==> src/rtl/updown_counter_mod.sv <==
// updown_counter_mod: parametrised synchronous up/down counter.
// - Programmable modulus: the count range is 0..mod_limit.
// - Synchronous clear and parallel load.
// - 74169-style P/T enables with an active-low ripple-carry output for cascading.
// - Registered one-cycle wrap pulse and a sticky wrap flag.
module updown_counter_mod #(
    parameter int               WIDTH       = 8,
    parameter logic [WIDTH-1:0] RESET_VALUE = {WIDTH{1'b0}}
) (
    input  logic             clk,
    input  logic             rst,
    input  logic             clr_b,
    input  logic             load_b,
    input  logic             enp_b,
    input  logic             ent_b,
    input  logic             up_dn,
    input  logic [WIDTH-1:0] d,
    input  logic [WIDTH-1:0] mod_limit,
    output logic [WIDTH-1:0] q,
    output logic             rco_b,
    output logic             wrap_pulse,
    output logic             wrapped
);

    localparam logic [WIDTH-1:0] ZERO = {WIDTH{1'b0}};
    localparam logic [WIDTH-1:0] ONE  = {{(WIDTH-1){1'b0}}, 1'b1};

    logic [WIDTH-1:0] count_q;
    logic [WIDTH-1:0] count_d;
    logic             wrap_pulse_q;
    logic             wrap_pulse_d;
    logic             wrapped_q;
    logic             wrapped_d;
    logic             count_en_s;
    logic             at_top_s;
    logic             at_bottom_s;
    logic             terminal_s;

    // Terminal detection. Values above mod_limit count as terminal when
    // counting up, so an out-of-range value recovers to 0 on the next count.
    always_comb begin
        at_top_s    = (count_q >= mod_limit);
        at_bottom_s = (count_q == ZERO);
        if (up_dn) begin
            terminal_s = at_top_s;
        end else begin
            terminal_s = at_bottom_s;
        end
    end

    // Both enables must be low to count; enp_b deliberately does not reach rco_b.
    assign count_en_s = ~enp_b & ~ent_b;

    // Next-state selection: clear beats load, and load beats count.
    always_comb begin
        count_d      = count_q;
        wrap_pulse_d = 1'b0;
        wrapped_d    = wrapped_q;
        if (!clr_b) begin
            count_d   = ZERO;
            wrapped_d = 1'b0;
        end else if (!load_b) begin
            count_d = d;
        end else if (count_en_s) begin
            if (up_dn) begin
                if (at_top_s) begin
                    count_d      = ZERO;
                    wrap_pulse_d = 1'b1;
                    wrapped_d    = 1'b1;
                end else begin
                    count_d = count_q + ONE;
                end
            end else begin
                if (at_bottom_s) begin
                    count_d      = mod_limit;
                    wrap_pulse_d = 1'b1;
                    wrapped_d    = 1'b1;
                end else begin
                    count_d = count_q - ONE;
                end
            end
        end else begin
            count_d = count_q;
        end
    end

    // State and status registers with asynchronous reset.
    always_ff @(posedge clk or posedge rst) begin
        if (rst) begin
            count_q      <= RESET_VALUE;
            wrap_pulse_q <= 1'b0;
            wrapped_q    <= 1'b0;
        end else begin
            count_q      <= count_d;
            wrap_pulse_q <= wrap_pulse_d;
            wrapped_q    <= wrapped_d;
        end
    end

    assign q          = count_q;
    assign wrap_pulse = wrap_pulse_q;
    assign wrapped    = wrapped_q;

    // The carry stays combinational so a chain of stages settles within one
    // clock: each stage adds only one gate of depth.
    assign rco_b = ~(~ent_b & terminal_s);

endmodule

==> config.mk <==
export PLATFORM = sky130hd
export DESIGN_NAME = updown_counter_mod
export DESIGN_NICKNAME = d
export VERILOG_FILES = /design/src/rtl/updown_counter_mod.sv
export SDC_FILE = /design/constraint.sdc
export NUM_CORES = 1
export LEC_CHECK = 0
export CORE_MARGIN = 5
export CORE_UTILIZATION = 45
export DETAILED_ROUTE_END_ITERATION = 8
export PLACE_DENSITY = 0.76
export REMOVE_ABC_BUFFERS = 1
export SYNTH_ARGS = -nofsm -noshare
export SYNTH_HDL_FRONTEND = slang
export SYNTH_SLANG_ARGS = --single-unit
==> constraint.sdc <==
create_clock -name clk -period 4.8 [get_ports clk]
set_clock_uncertainty 0.1 [all_clocks]
set_input_delay 0.48 -clock clk [delete_from_list [all_inputs] [get_ports clk]]
set_output_delay 0.48 -clock clk [all_outputs]
set_load 0.01 [all_outputs]
==> results of run 1 <==
-- cell usage after synthesis (2+ instances only) --
| cell | number |
|---|---|
| inv_1 | 13 |
| ha_1 | 11 |
| nor2_1 | 11 |
| dfrtp_1 | 10 |
| nand2_1 | 10 |
| a31oi_1 | 7 |
| nor3_1 | 5 |
| o211ai_1 | 5 |
| xor2_1 | 5 |
| a211oi_1 | 4 |
| a21o_1 | 4 |
| o21ai_0 | 4 |
| xnor2_1 | 4 |
| a21oi_1 | 3 |
| a32o_1 | 3 |
| buf_6 | 3 |
| nand3_1 | 3 |
| o21a_1 | 3 |
| nor3b_1 | 2 |
| o21ai_1 | 2 |
| o31ai_1 | 2 |
-- cells by family (layout without fill, tap and decap cells) --
group                      after synthesis  in the layout  share of synthesized area, %
xor gates and xnor gates                 9              9                          6.63
DFF                                     10             10                          21.1
and+or+nand+nor                         41             41                          20.2
adders and majority gates               11             11                          11.6
muxes                                    1              1                         0.842
buffers and inverters                   20             51                          9.47
AOI/OAI and AO/OA                       48             48                          30.2
-- metrics by stage --
stage / setup WS, ps / hold slack (ps) / cells
after floorplan: 2640 / 220 / 134
after CTS: 1640 / 391 / 201
after global placement: 1700 / 368 / 197
final: 1640 / 383 / 201
after global routing: 1550 / 426 / 201
after detailed placement: 1660 / 414 / 197
-- final timing paths --
| check | startpoint | end | slack, ps | depth (start not counted) |
|---|---|---|---|---|
| setup / recovery | mod_limit[3] | rco_b | 1640 | 8 |
| hold / removal | rst | wrapped | 380 | 2 |
| setup reg to reg | q[0] | q[2] | 2470 | 7 |
| hold reg to reg | wrapped | wrapped | 420 | 1 |
| max in group asynchronous | rst | q[1] | 3940 | 2 |
| min in group clk | wrapped | wrapped | 420 | 1 |
-- critical path, stage by stage --
cell,delay [ps]
clkdlybuf4s50_1,450
inv_1,50
ha_1,300
o211ai_1,90
o21a_1,180
o21ai_2,340
o211ai_1,170
clkdlybuf4s50_1,510
-- final cells by class --
| cell class | count | area, um^2 | area share [%] |
|---|---|---|---|
| timing repair buffer | 33 | 330 | 21.6 |
| tap | 30 | 37.5 | 2.45 |
| sequential | 10 | 250 | 16.3 |
| multi-input combinational | 110 | 826 | 53.9 |
| inverter | 14 | 52.6 | 3.43 |
| clock buffer | 4 | 36.3 | 2.37 |
-- metal layers --
metal,up-vias,GRT usage [%]
met5,-,0
met4,0,7.88
met3,5,2.73
met2,34,32.9
met1,565,24.4
li1,585,-
-- power by group through the flow --
stage               registers [mW]  clock network [mW]  logic (mW)
finish                       0.107              0.0767       0.150
detailed placement           0.109                   0       0.150
CTS                          0.107              0.0781       0.151
global placement             0.109                   0       0.145
floorplan                    0.107                   0      0.0909
global route                 0.109              0.0818       0.164
-- flip-flops by register name (all words and copies together) (netlist names) --
register / count
q: 8
wrap_pulse: 1
wrapped: 1
==> results summary, run 1 <==
The area fraction of the dominant cell type after synthesis came out at 21.1%. The number of input and output port buffers inserted came out at 33. The number of gates resized after cts is 0. Cells with a size suffix above 1 make up 8.19% of the layout.

Of the available clock period, the critical path in the final layout requires 65.8%. Of all nets on the critical path, the largest fanout is 10. After detailed routing, the total wire length is 3.27 mm. The mapped netlist covers 0.00119 mm^2.

The total global-route track usage came out at 19.3%. The fill cell instance count of the final layout is 245. The overall power after layout is 0.334 mW.

The clock reaches the later pin of the worst-skew pair after 270 ps. The register area share after synthesis is 21.1%. Buffers inserted to repair hold after CTS numbered 0. Signal routing reaches up to met4. The flow ran to the end, and the final reports show no timing, DRC or antenna violations. The total grt overflow came out at 0. STA puts the critical path data required time at 4220 ps.

The effective utilization at floorplan came out at 47.5%. The leakage power summed over all cells came out at 0.673 nW. The share of synthesized flip-flops with an asynchronous set or reset came out at 100%. The total count of hold-check failures in the final report is 0. Row generation in the floorplan step produced 18 rows. The horizontal extent of the die is 61.4 um. Internal power comes to 0.213 mW.

The upper clock frequency limit came out at 317 MHz. The count of nets left with antenna violations after detail routing is 0. The die extent in y is 61.4 um. The library cell used most frequently in the layout, excluding fill and tap cells, is clkdlybuf4s50_1. The number of antenna cells inserted is 0. The initial DRC count is 35. The number of levels in the clock H-tree is 1. The number of nets in the finished design came out at 206.

In this run the post-CTS setup repair buffer count came out at 0. The relative contribution of sequential cells to total power came out at 32.1%. The number of different library cells used by synthesis comes to 47. The buffer cell driving the clock tree root is clkbuf_4. Yosys attributes the largest share of cell area to dfrtp_1, ha_1, inv_1. The area enclosed by the die boundary is 0.00377 mm^2.

The via count of the first global-routing pass is 1194. The transition time of the tightest slew-check pin came out at 590 ps. The area of placed instances is 0.00150 mm^2.

The floorplan core area came out at 0.00250 mm^2. Per report_power, the clock group accounts for 23.0% of the total. The number of flops mapped to enable cells by yosys is 0. The total power per unit cell area came out at 218 mW/mm^2. The TritonCTS sink count is 10.

Data on the critical path arrives at its endpoint at 2580 ps. The HPWL after detailed placement came out at 2.62 mm. In the detailed route, the total length drawn on met2 is 1.60 mm. Relative to the synthesized area, the layout overhead comes to 28.9%.

The detailed-route via count is 1189. The count of endpoints failing setup in the final report came out at 0. Setup repair after global routing left no endpoint under its margin. After synthesis the netlist holds a flip-flop and latch count of 10. TritonCTS built the clock tree.

The placer congestion estimate came out at 0.847. The amount of wire on met3 after detailed routing came out at 185 um. After detailed routing, the wire length on met1 is 1.43 mm. The net load switching power is 0.121 mW.

Entering global routing, the biggest net connects 13 pins. The nature of the critical path endpoint is an output pin. The kind of critical path is in2out. The portion of total power attributed to combinational logic is 44.9%. The max-capacitance violation count is 0.

Clock-pin slew was measured on the worst setup and hold paths at 70 ps. In this run the tightest slew margin relative to its limit is 60.4%. The finished cells cover 0.00153 mm^2.

In this run the deepest clock path goes through 2 buffers. The worst setup path is launched from an input port. The final period demand of the worst path is 3160 ps. In the layout the commonest cells are clkdlybuf4s50_1, inv_1, nor2_1, ha_1. The switching portion of total power came out at 36.1%. dfrtp_1 takes more of the synthesized area than any other cell.

The initial antenna violation count is 0. The first global-routing pass estimated 5.38 mm of wire. The number of iterations in the first detailed-routing pass came out at 4. The end-of-flow core utilization came out at 61.3%.

Using the TritonRoute via totals, the vias-per-cell ratio works out to 5.92. The count of pins over their slew limit is 0. In this run the worst hold path is classified as in2async.

Clock tree synthesis inserted a total of 3 buffers. The main flop type after synthesis is dfrtp_1. Dividing the detail-routed wire length by the instance count gives 16.2 um.

The number of placed I/O pins is 34. The post-synthesis cell count is 140. The mean area per synthesized cell is 8.49 um^2. After detailed routing, the number of remaining DRC violations is 0. The count of synthesis-stage warnings from yosys is 0. The setup TNS came out at 0 ps. VDD sags by at most 0.216 mV.
No activity file was read; power rests on OpenSTA's default activity.
==> run 2, diff against run 1 <==
CORE_UTILIZATION = 43   (was 45)
clock period = 2.5 ns   (was 4.8 ns; I/O delays follow)
==> run 2 against run 1 <==
Effect of this change: sequential share of layout area down 1.2 points; critical path depth is the same; core utilization decreased by 0.32 points; via count rose by 5.7%; first-iteration DRC count up 14%; worst hold slack worse by 230 ps; global-route usage decreased by 1.1 points; flip-flop and latch count unchanged; largest power group unchanged.
==> results summary, run 2 (synthesis results as in run 1) <==
The run finished with clean final reports. The clock transition time at the flip-flop clock pins of the worst setup and hold paths came to 70 ps (about the same). The final clock period utilization by the worst path is 91.2%. The path class of the tightest hold or removal check is in2async. The global-route wire length before repair came to 5.87 mm (+9.1%). Setup repair after global routing left no endpoint under its margin.

The kind of critical path is in2out. The final-layout worst hold slack came out at 150 ps (-233 ps). The number of iterations in the first detailed-routing pass came out at 4 (unchanged). Compared with the post-synthesis result, the final layout area differs by 39.1%.

The transition time of the tightest slew-check pin came out at 504 ps (-85.6 ps). The maximum vdd drop came out at 0.316 mV (+46%). The post-layout worst setup margin is 220 ps (-1420 ps). The area enclosed by the die boundary is 0.00392 mm^2 (+3.9%).

The initial DRC count came out at 40 (+14%). The largest individual stage delay along the critical path comes from the cell clkdlybuf4s50_1. The most common library cell in the layout ignoring fill and taps is clkdlybuf4s50_1. The max-capacitance violation count was 0 (unchanged). The TritonCTS sink count came out at 10 (unchanged).

The via count normalized by instance count came to 5.77 (-2.5%). The die extent in y came out at 62.6 um (+1.9%). The number of levels in the clock H-tree is 1 (unchanged).

The maximum cell stage delay along the critical path is 450 ps (-60 ps). The total global-route track usage is 18.2% (-1.1 points). The worst endpoint data arrival time is 1930 ps (-650 ps). STA classifies the critical path endpoint as an output pin. The maximum buffer depth of the clock tree came to 2 (unchanged). The flip-flop count of the largest register after layout is 8 (unchanged). The tree is rooted in a clkbuf_4. The number of nets in the finished design is 222 (+7.8%). The effective utilization at floorplan is 43.9% (-3.7 points). The number of placed I/O pins is 34 (unchanged). The post-placement worst setup slack came out at -52.2 ps (-1710 ps). The count of pins over their slew limit is 0 (unchanged). TritonCTS built the clock tree. The number of instances in the placed design is 214 (+8.6%).

The final period demand of the worst path is 2280 ps. The CTS buffer count came to 3 (unchanged). The overall power after layout came out at 0.685 mW (+110%). The worst slew slack as a fraction of its limit is 66.1% (+5.8 points). The total setup buffers inserted after CTS came out at 0 (unchanged).

The total grt overflow was 0 (unchanged). The clock insertion delay at the later pin of the skew report came to 280 ps (about the same). The initial antenna violation count came out at 0 (unchanged). The number of antenna cells inserted is 0 (unchanged). The total power per unit cell area was 414 mW/mm^2 (+90%). The HPWL after detailed placement is 2.70 mm (+3.1%). Derived from the worst setup path, the maximum achievable clock frequency is 439 MHz. The critical path goes through clkdlybuf4s50_1, inv_1, ha_1, a211oi_1, o21a_1, o21ai_2, o211ai_1, dlygate4sd2_1.

The detailed-route via count came to 1257 (+5.7%). The final wirelength is 3.38 mm (+3.4%). The leakage power summed over all cells came out at 0.753 nW (+12%). The number of input and output port buffers inserted is 33 (unchanged). The count of nets left with antenna violations after detail routing was 0 (unchanged). The largest driver fanout on the critical path is 2 (-8). The post-detailed-route wirelength per cell came to 15.5 um (-4.6%). The end-of-flow core utilization is 61.0% (-0.32 points). The worst setup path is launched from an input port. The number of DRC violations after detailed routing is 0 (unchanged). The fraction of final layout cells with drive strength greater than 1 is 16.0% (+7.9 points). The number of placement rows is 19 (+1). The floorplan core area came out at 0.00271 mm^2 (+8.4%). The library cells used most frequently in the layout, excluding fill and tap cells, are clkdlybuf4s50_1, buf_4, inv_1. The placer congestion estimate is 0.851 (+0.45%). The total count of hold-check failures in the final report is 0 (unchanged). The horizontal extent of the die is 62.6 um (+1.9%). The number of standard cells in the final layout excluding fillers is 218 (+8.5%).

The data required time at the worst endpoint came out at 2150 ps (-2070 ps). The count of endpoints failing setup in the final report is 0 (unchanged). The pin count of the biggest net entering global routing came out at 12 (-1). The via count of the first global-routing pass came out at 1287 (+7.8%).
==> run 2: changes by cell type in the layout (fill, tap and decap cells not counted), sizes merged <==
cell	previous run	this run
buf	0	16
clkdlybuf4s50	33	32
dlygate4sd2	0	1
==> run 2: layout make-up <==
| class | instances | area (um^2) |
|---|---|---|
| sequential | 10 | 250 |
| inverter | 14 | 52.6 |
| tap | 31 | 38.8 |
| timing repair buffer | 49 | 449 |
| fill | 252 | 1060 |
| multi-input combinational | 110 | 826 |
| clock buffer | 4 | 36.3 |
==> run 2: what timing repair did <==
action | in CTS | in global routing
gates resized for setup | 1 | 0
endpoints found under the setup margin | 1 | 0
hold buffers | 0 | 0
==> run 2: path summary, 6_finish.rpt <==
check / from / end / slack (ps) / cells after the start
max reg2reg: q[1] / q[5] / 410 / 6
max in group asynchronous: rst / q[7] / 1860 / 2
min: rst / wrapped / 150 / 2
min in group clk: wrapped / wrapped / 390 / 1
max: mod_limit[3] / rco_b / 220 / 8
min reg2reg: wrapped / wrapped / 390 / 1
==> run 2: per-stage QoR <==
stage          cell area, um^2  TNS, ps
3_5_place_dp              1620    -52.2
2_1_floorplan             1130        0
3_3_place_gp              1620    -27.1
4_1_cts                   1650        0
6_report                  1650        0
5_1_grt                   1650        0
==> run 2: where the power goes <==
group | internal, mW | total (mW) | switching [mW]
registers | 0.173 | 0.182 | 0.00941
logic | 0.175 | 0.348 | 0.172
clock network | 0.0888 | 0.155 | 0.0658
total | 0.437 | 0.685 | 0.248
==> run 2: worst max-delay path: cells and delay by family <==
| family | cells | cell delay [ps] |
|---|---|---|
| buffers and inverters | 3 | 800 |
| AO/OA/AOI/OAI | 4 | 580 |
| adder cells (fa/ha/maj) | 1 | 300 |
==> run 2: layer usage <==
metal / GRT usage, % / vias to the layer above / share of wire [%]
met5: 0 / - / 0
met4: 8.22 / 0 / 1.6
met3: 2.52 / 5 / 6.3
met2: 31.1 / 56 / 49
met1: 22.5 / 581 / 43
li1: - / 615 / -
